### config.mk
export PLATFORM = sky130hd
export DESIGN_NAME = ride_dispatcher
export DESIGN_NICKNAME = d
export VERILOG_FILES = /design/src/rtl/ride_dispatcher.sv
export SDC_FILE = /design/constraint.sdc
export NUM_CORES = 1
export LEC_CHECK = 0
export ABC_CLOCK_PERIOD_IN_PS = 4000
export CAP_MARGIN = 20
export CORE_ASPECT_RATIO = 0.7
export CORE_MARGIN = 3
export CORE_UTILIZATION = 50
export CTS_CLUSTER_DIAMETER = 80
export DETAILED_ROUTE_END_ITERATION = 7
export DONT_BUFFER_PORTS = 1
export SYNTH_ARGS = -nofsm -noshare
export SYNTH_HDL_FRONTEND = slang
export SYNTH_SLANG_ARGS = --single-unit
### constraint.sdc
create_clock -name CLOCK_50 -period 4 [get_ports CLOCK_50]
set_input_delay 0.8 -clock CLOCK_50 [delete_from_list [all_inputs] [get_ports CLOCK_50]]
set_output_delay 0.8 -clock CLOCK_50 [all_outputs]
set_load 0.02 [all_outputs]
### src/rtl/ride_dispatcher.sv
// Ride dispatcher: three rider queues served round-robin by a single car that
// cycles BOARD -> RUN -> UNLOAD, with each phase timed in tick pulses.
module ride_dispatcher #(
    parameter int BOARD_TICKS  = 2,
    parameter int RUN_TICKS    = 8,
    parameter int UNLOAD_TICKS = 2,
    parameter int QMAX         = 5
) (
    input  logic       CLOCK_50,
    input  logic       RESET,
    input  logic       tick,
    input  logic [2:0] arr,
    input  logic       hold,
    output logic [2:0] q0_cnt,
    output logic [2:0] q1_cnt,
    output logic [2:0] q2_cnt,
    output logic [1:0] state,
    output logic [2:0] grant,
    output logic [1:0] load,
    output logic [2:0] arr_drop,
    output logic [7:0] rides_done
);
    localparam int TMAX_BR = (BOARD_TICKS > RUN_TICKS) ? BOARD_TICKS : RUN_TICKS;
    localparam int TMAX    = (TMAX_BR > UNLOAD_TICKS) ? TMAX_BR : UNLOAD_TICKS;
    localparam int TW      = (TMAX < 2) ? 1 : $clog2(TMAX + 1);

    typedef enum logic [1:0] {
        S_IDLE   = 2'b00,
        S_BOARD  = 2'b01,
        S_RUN    = 2'b10,
        S_UNLOAD = 2'b11
    } state_t;

    state_t          r_state;
    state_t          w_state_next;
    logic [TW-1:0]   r_timer;
    logic [TW-1:0]   w_timer_next;
    logic [2:0]      r_q [3];
    logic [2:0]      w_q_next [3];
    logic [2:0]      r_grant;
    logic [2:0]      w_grant_next;
    logic [1:0]      r_load;
    logic [1:0]      w_load_next;
    logic [2:0]      r_drop;
    logic [2:0]      w_drop_next;
    logic [7:0]      r_rides;
    logic [7:0]      w_rides_next;
    logic [1:0]      r_last;
    logic [1:0]      w_last_next;

    logic [2:0]      w_q_nz;
    logic [1:0]      w_order [3];
    logic [1:0]      w_pick;
    logic            w_pick_valid;
    logic [2:0]      w_pick_q;
    logic [1:0]      w_take_load;
    logic            w_dispatch;

    // Search order starts at the line after the last one granted.
    always_comb begin
        w_order[0] = 2'd0;
        w_order[1] = 2'd1;
        w_order[2] = 2'd2;
        case (r_last)
            2'd0: begin
                w_order[0] = 2'd1;
                w_order[1] = 2'd2;
                w_order[2] = 2'd0;
            end
            2'd1: begin
                w_order[0] = 2'd2;
                w_order[1] = 2'd0;
                w_order[2] = 2'd1;
            end
            default: ;
        endcase
        w_pick       = w_order[0];
        w_pick_valid = 1'b0;
        for (int k = 2; k >= 0; k--) begin
            if (w_q_nz[w_order[k]]) begin
                w_pick       = w_order[k];
                w_pick_valid = 1'b1;
            end
        end
    end

    assign w_pick_q    = r_q[w_pick];
    assign w_take_load = (w_pick_q >= 3'd2) ? 2'd2 : w_pick_q[1:0];

    genvar gi;
    generate
        for (gi = 0; gi < 3; gi++) begin : g_line
            logic [2:0] w_take;
            logic [2:0] w_after;
            logic       w_accept;

            assign w_q_nz[gi]      = (r_q[gi] != 3'd0);
            assign w_take          = (w_dispatch && (w_pick == 2'(gi))) ? {1'b0, w_take_load} : 3'd0;
            assign w_after         = r_q[gi] - w_take;
            assign w_accept        = arr[gi] && (w_after < 3'(QMAX));
            assign w_q_next[gi]    = w_after + {2'b00, w_accept};
            assign w_drop_next[gi] = arr[gi] && !w_accept;
        end
    endgenerate

    always_comb begin
        w_state_next = r_state;
        w_timer_next = r_timer;
        w_grant_next = r_grant;
        w_load_next  = r_load;
        w_rides_next = r_rides;
        w_last_next  = r_last;
        w_dispatch   = 1'b0;
        case (r_state)
            S_IDLE: begin
                if (!hold && w_pick_valid) begin
                    w_dispatch   = 1'b1;
                    w_state_next = S_BOARD;
                    w_grant_next = 3'b001 << w_pick;
                    w_load_next  = w_take_load;
                    w_timer_next = TW'(BOARD_TICKS);
                    w_last_next  = w_pick;
                end
            end
            S_BOARD: begin
                if (tick) begin
                    if (r_timer <= TW'(1)) begin
                        w_state_next = S_RUN;
                        w_timer_next = TW'(RUN_TICKS);
                    end else begin
                        w_timer_next = r_timer - TW'(1);
                    end
                end
            end
            S_RUN: begin
                if (tick) begin
                    if (r_timer <= TW'(1)) begin
                        w_state_next = S_UNLOAD;
                        w_timer_next = TW'(UNLOAD_TICKS);
                    end else begin
                        w_timer_next = r_timer - TW'(1);
                    end
                end
            end
            S_UNLOAD: begin
                if (tick) begin
                    if (r_timer <= TW'(1)) begin
                        w_state_next = S_IDLE;
                        w_timer_next = '0;
                        w_grant_next = 3'b000;
                        w_load_next  = 2'd0;
                        w_rides_next = r_rides + 8'd1;
                    end else begin
                        w_timer_next = r_timer - TW'(1);
                    end
                end
            end
            default: begin
                w_state_next = S_IDLE;
                w_timer_next = '0;
                w_grant_next = 3'b000;
                w_load_next  = 2'd0;
            end
        endcase
    end

    // r_last resets to line 2 so that line 0 is searched first.
    always_ff @(posedge CLOCK_50 or posedge RESET) begin
        if (RESET) begin
            r_state <= S_IDLE;
            r_timer <= '0;
            r_grant <= 3'b000;
            r_load  <= 2'd0;
            r_drop  <= 3'b000;
            r_rides <= 8'd0;
            r_last  <= 2'd2;
            for (int i = 0; i < 3; i++) begin
                r_q[i] <= 3'd0;
            end
        end else begin
            r_state <= w_state_next;
            r_timer <= w_timer_next;
            r_grant <= w_grant_next;
            r_load  <= w_load_next;
            r_drop  <= w_drop_next;
            r_rides <= w_rides_next;
            r_last  <= w_last_next;
            for (int i = 0; i < 3; i++) begin
                r_q[i] <= w_q_next[i];
            end
        end
    end

    assign q0_cnt     = r_q[0];
    assign q1_cnt     = r_q[1];
    assign q2_cnt     = r_q[2];
    assign state      = r_state;
    assign grant      = r_grant;
    assign load       = r_load;
    assign arr_drop   = r_drop;
    assign rides_done = r_rides;

endmodule

==> out/results.ini <==
[power_and_ir_drop]
power_density_mw_per_mm2 = 899.0
netSwitchingPower_mw = 0.9101
total_power_mw = 1.902
swShare_pct = 47.85
p_int_mw = 0.9920
power_frac_comb_pct = 45.3
p_clk_share_pct = 14.4
irDropWorstVdd_mv = 0.4785
p_leak_nw = 0.9869
seq_power_share_pct = 40.4

[cts]
ctsResizeCount = 0
htree_num_levels = 2
clock_latency_ps = 280
cts_setup_buffers = 0
clkSinkCount = 33
cts_tree = yes
numCtsBuffers = 5
cts_root_buffer = clkbuf_8
clkTransAtPathRegs_ps = 70
cts.path.max_buffers = 2
ctsHoldBuffers = 0

[critical_path]
cp_max_fo = 8
critical_path_class = reg -> reg
start_kind = flop
ff2ff_path_depth = 13
critPathArrivalTime_ps = 3740
crit_required_ps = 4160
cp-end-kind = flop

[synthesis]
synth.avg_cell_area_um2 = 9.997
netlist_instances = 197
synth_edf_count = 0
async_reset_ff_share_pct = 100.0
synthFlopType = dfrtp_1
synth_fp_nets = 223
synth_top_area_share_pct = 40.66
yosysWarnings = 0
ys_top_cells_by_area = dfrtp_1 41%, ha_1 10%, xnor2_1 5.3%
netlist_area_mm2 = 0.001969
ys_seq_elements = 33
synth_top_area_cell = dfrtp_1
yosysSeqAreaShare_pct = 41.99
synth.distinct_cells = 47

[global_route]
grt_max_degree = 19
grt_pass1_vias = 1381
grt_pass1_wl_um = 6727
grt_overflow = 0
grt.total_usage_pct = 19.06
grt_antenna_before_repair = 0

[run]
cap_violations = 0

[sta]
slew_headroom_pct = 59.03
hold_viol_final = 0
finalSetupTns_ps = 0
timing.fmax_mhz = 279.2
slew_violations = 0
finalCritPeriodShare_pct = 89.55
worstMarginPinSlew_ps = 609.9
min_period_ps = 3582
skew_ps = 8.024
setup_viol = 0
rsz0062_at_grt = false

[detailed_routing]
ant_nets = 0
wl_per_cell_um = 16.40
drtIter0Drc = 171
via_count = 1434
wirelength_um = 4101
vias_per_cell = 5.736
route.detailed.drc = 0
drt_first_pass_iters = 4

[cells_and_area]
fin_nets = 225
fin_cells = 250
utilization_pct = 57.99
drive_gt1_share_pct = 9.500
antenna_cells = 0
n_fill_cell = 319
area_delta_synth_final_pct = 7.433

[placement]
dp_hpwl_um = 3167
dp.cells = 242
gp_congestion = 0.8377
port_buffers = 0

[floorplan]
initial_core_util_pct = 53.98
io_pins = 34
die_area_mm2 = 0.004740
die_w_um = 81.01
die_y_um = 58.51
core.rowCount = 18
core_mm2 = 0.003649

[run_status]
status = finished clean

[hold_path]
hold_class = in -> async

[cell type report]
class	instances	area [um2]	area share, %
Sequential cell	33	827.0	39.09
Tap cell	50	62.56	2.957
Inverter	20	75.07	3.548
Clock buffer	7	96.34	4.554
Clock inverter	1	5.005	0.2365
Multi-Input combinational cell	137	1035	48.91
Timing Repair Buffer	2	15.01	0.7096
[synthesized netlist by cell type (2+ instances only)]
master,count
a21oi_1,8
o21ai_0,13
nor3_1,8
a2bb2oi_1,2
and3_1,3
fa_1,3
nand2_1,8
or3_1,3
nor2_1,11
xnor2_1,12
o21a_1,2
o211ai_1,2
dfrtp_1,32
nor2b_1,8
ha_1,16
a31oi_1,4
and2_1,3
or2_2,2
nand2b_1,2
inv_1,19
nand4_1,4
clkbuf_1,4
o2bb2ai_1,3
buf_2,2
[power by group through the flow]
stage / sequential (mW) / clock [mW] / combinational, mW
final: 0.768 / 0.273 / 0.861
after global routing: 0.793 / 0.300 / 0.979
after CTS: 0.769 / 0.281 / 0.860
after detailed placement: 0.775 / 0 / 0.854
after global placement: 0.769 / 0 / 0.822
after floorplan: 0.718 / 0 / 0.707
[final timing paths]
check                           start         end  slack (ps)
hold reg to reg            r_timer[2]  r_timer[2]         520
setup reg to reg             state[0]   q0_cnt[2]         420
setup / recovery             state[0]   q0_cnt[2]         420
min in group CLOCK_50      r_timer[2]  r_timer[2]         520
hold / removal                  RESET  r_timer[2]         470
max in group asynchronous       RESET   r_last[1]        2800
[state kept, by name, indices dropped and copies added (netlist names)]
| name | count |
|---|---|
| arr_drop | 3 |
| grant | 3 |
| load | 2 |
| q0_cnt | 3 |
| q1_cnt | 3 |
| q2_cnt | 3 |
| r_last | 2 |
| r_timer | 4 |
| rides_done | 8 |
| state | 2 |
[per-stage QoR]
| stage | area [um2] | hold slack, ps | setup slack, ps |
|---|---|---|---|
| 4_1_cts | 2116 | 488.3 | 465.5 |
| 3_3_place_gp | 2014 | 503.1 | 532.0 |
| 3_5_place_dp | 2014 | 514.0 | 479.4 |
| 5_1_grt | 2116 | 529.0 | 206.1 |
| 2_1_floorplan | 1969 | 473.2 | 759.9 |
| 6_report | 2116 | 465.9 | 417.9 |
[logic make-up (layout without fill, tap and decap cells)]
logic type | count (synthesis) | in the layout | synth area share [%]
simple gates | 58 | 58 | 15.76
xor+xnor | 13 | 13 | 5.781
mux | 2 | 2 | 1.334
buf+inv | 27 | 30 | 5.464
compound gates | 45 | 45 | 16.46
fa+ha+maj | 19 | 19 | 13.21
flops | 33 | 33 | 42.00
[worst max-delay path: stages (launching register included)]
cell,delay (ps)
dfrtp_1,500
inv_1,130
ha_1,380
o311ai_2,170
buf_4,190
a311oi_1,410
nor4b_1,300
ha_1,220
fa_1,430
a21oi_1,190
nor2b_1,70
ha_1,180
ha_1,190
xnor2_1,120
[layer usage]
layer  up-vias  share of wire (%)  GRT usage, %
met5         -                  0             0
met4         0               0.73         8.193
met3         4                8.6         6.575
met2        61                 42         25.38
met1       679                 48         27.90
li1        690                  -             -
[placed cells by master, fill, tap and decap left out, drive strengths merged, types with 2 or more instances in the layout]
| cell | instances |
|---|---|
| a2bb2oi | 2 |
| nor3 | 8 |
| mux2 | 2 |
| o2bb2ai | 3 |
| nand4 | 4 |
| fa | 3 |
| nor2 | 12 |
| o21ai | 13 |
| clkbuf | 7 |
| a21oi | 8 |
| o21a | 2 |
| or2 | 3 |
| nand2 | 8 |
| and3 | 3 |
| inv | 20 |
| nand2b | 2 |
| or3 | 3 |
| nor2b | 8 |
| and2 | 3 |
| a31oi | 4 |
| ha | 16 |
| xnor2 | 12 |
| buf | 2 |
| o211ai | 2 |
| dfrtp | 32 |
(Power assumes the default switching activity.)
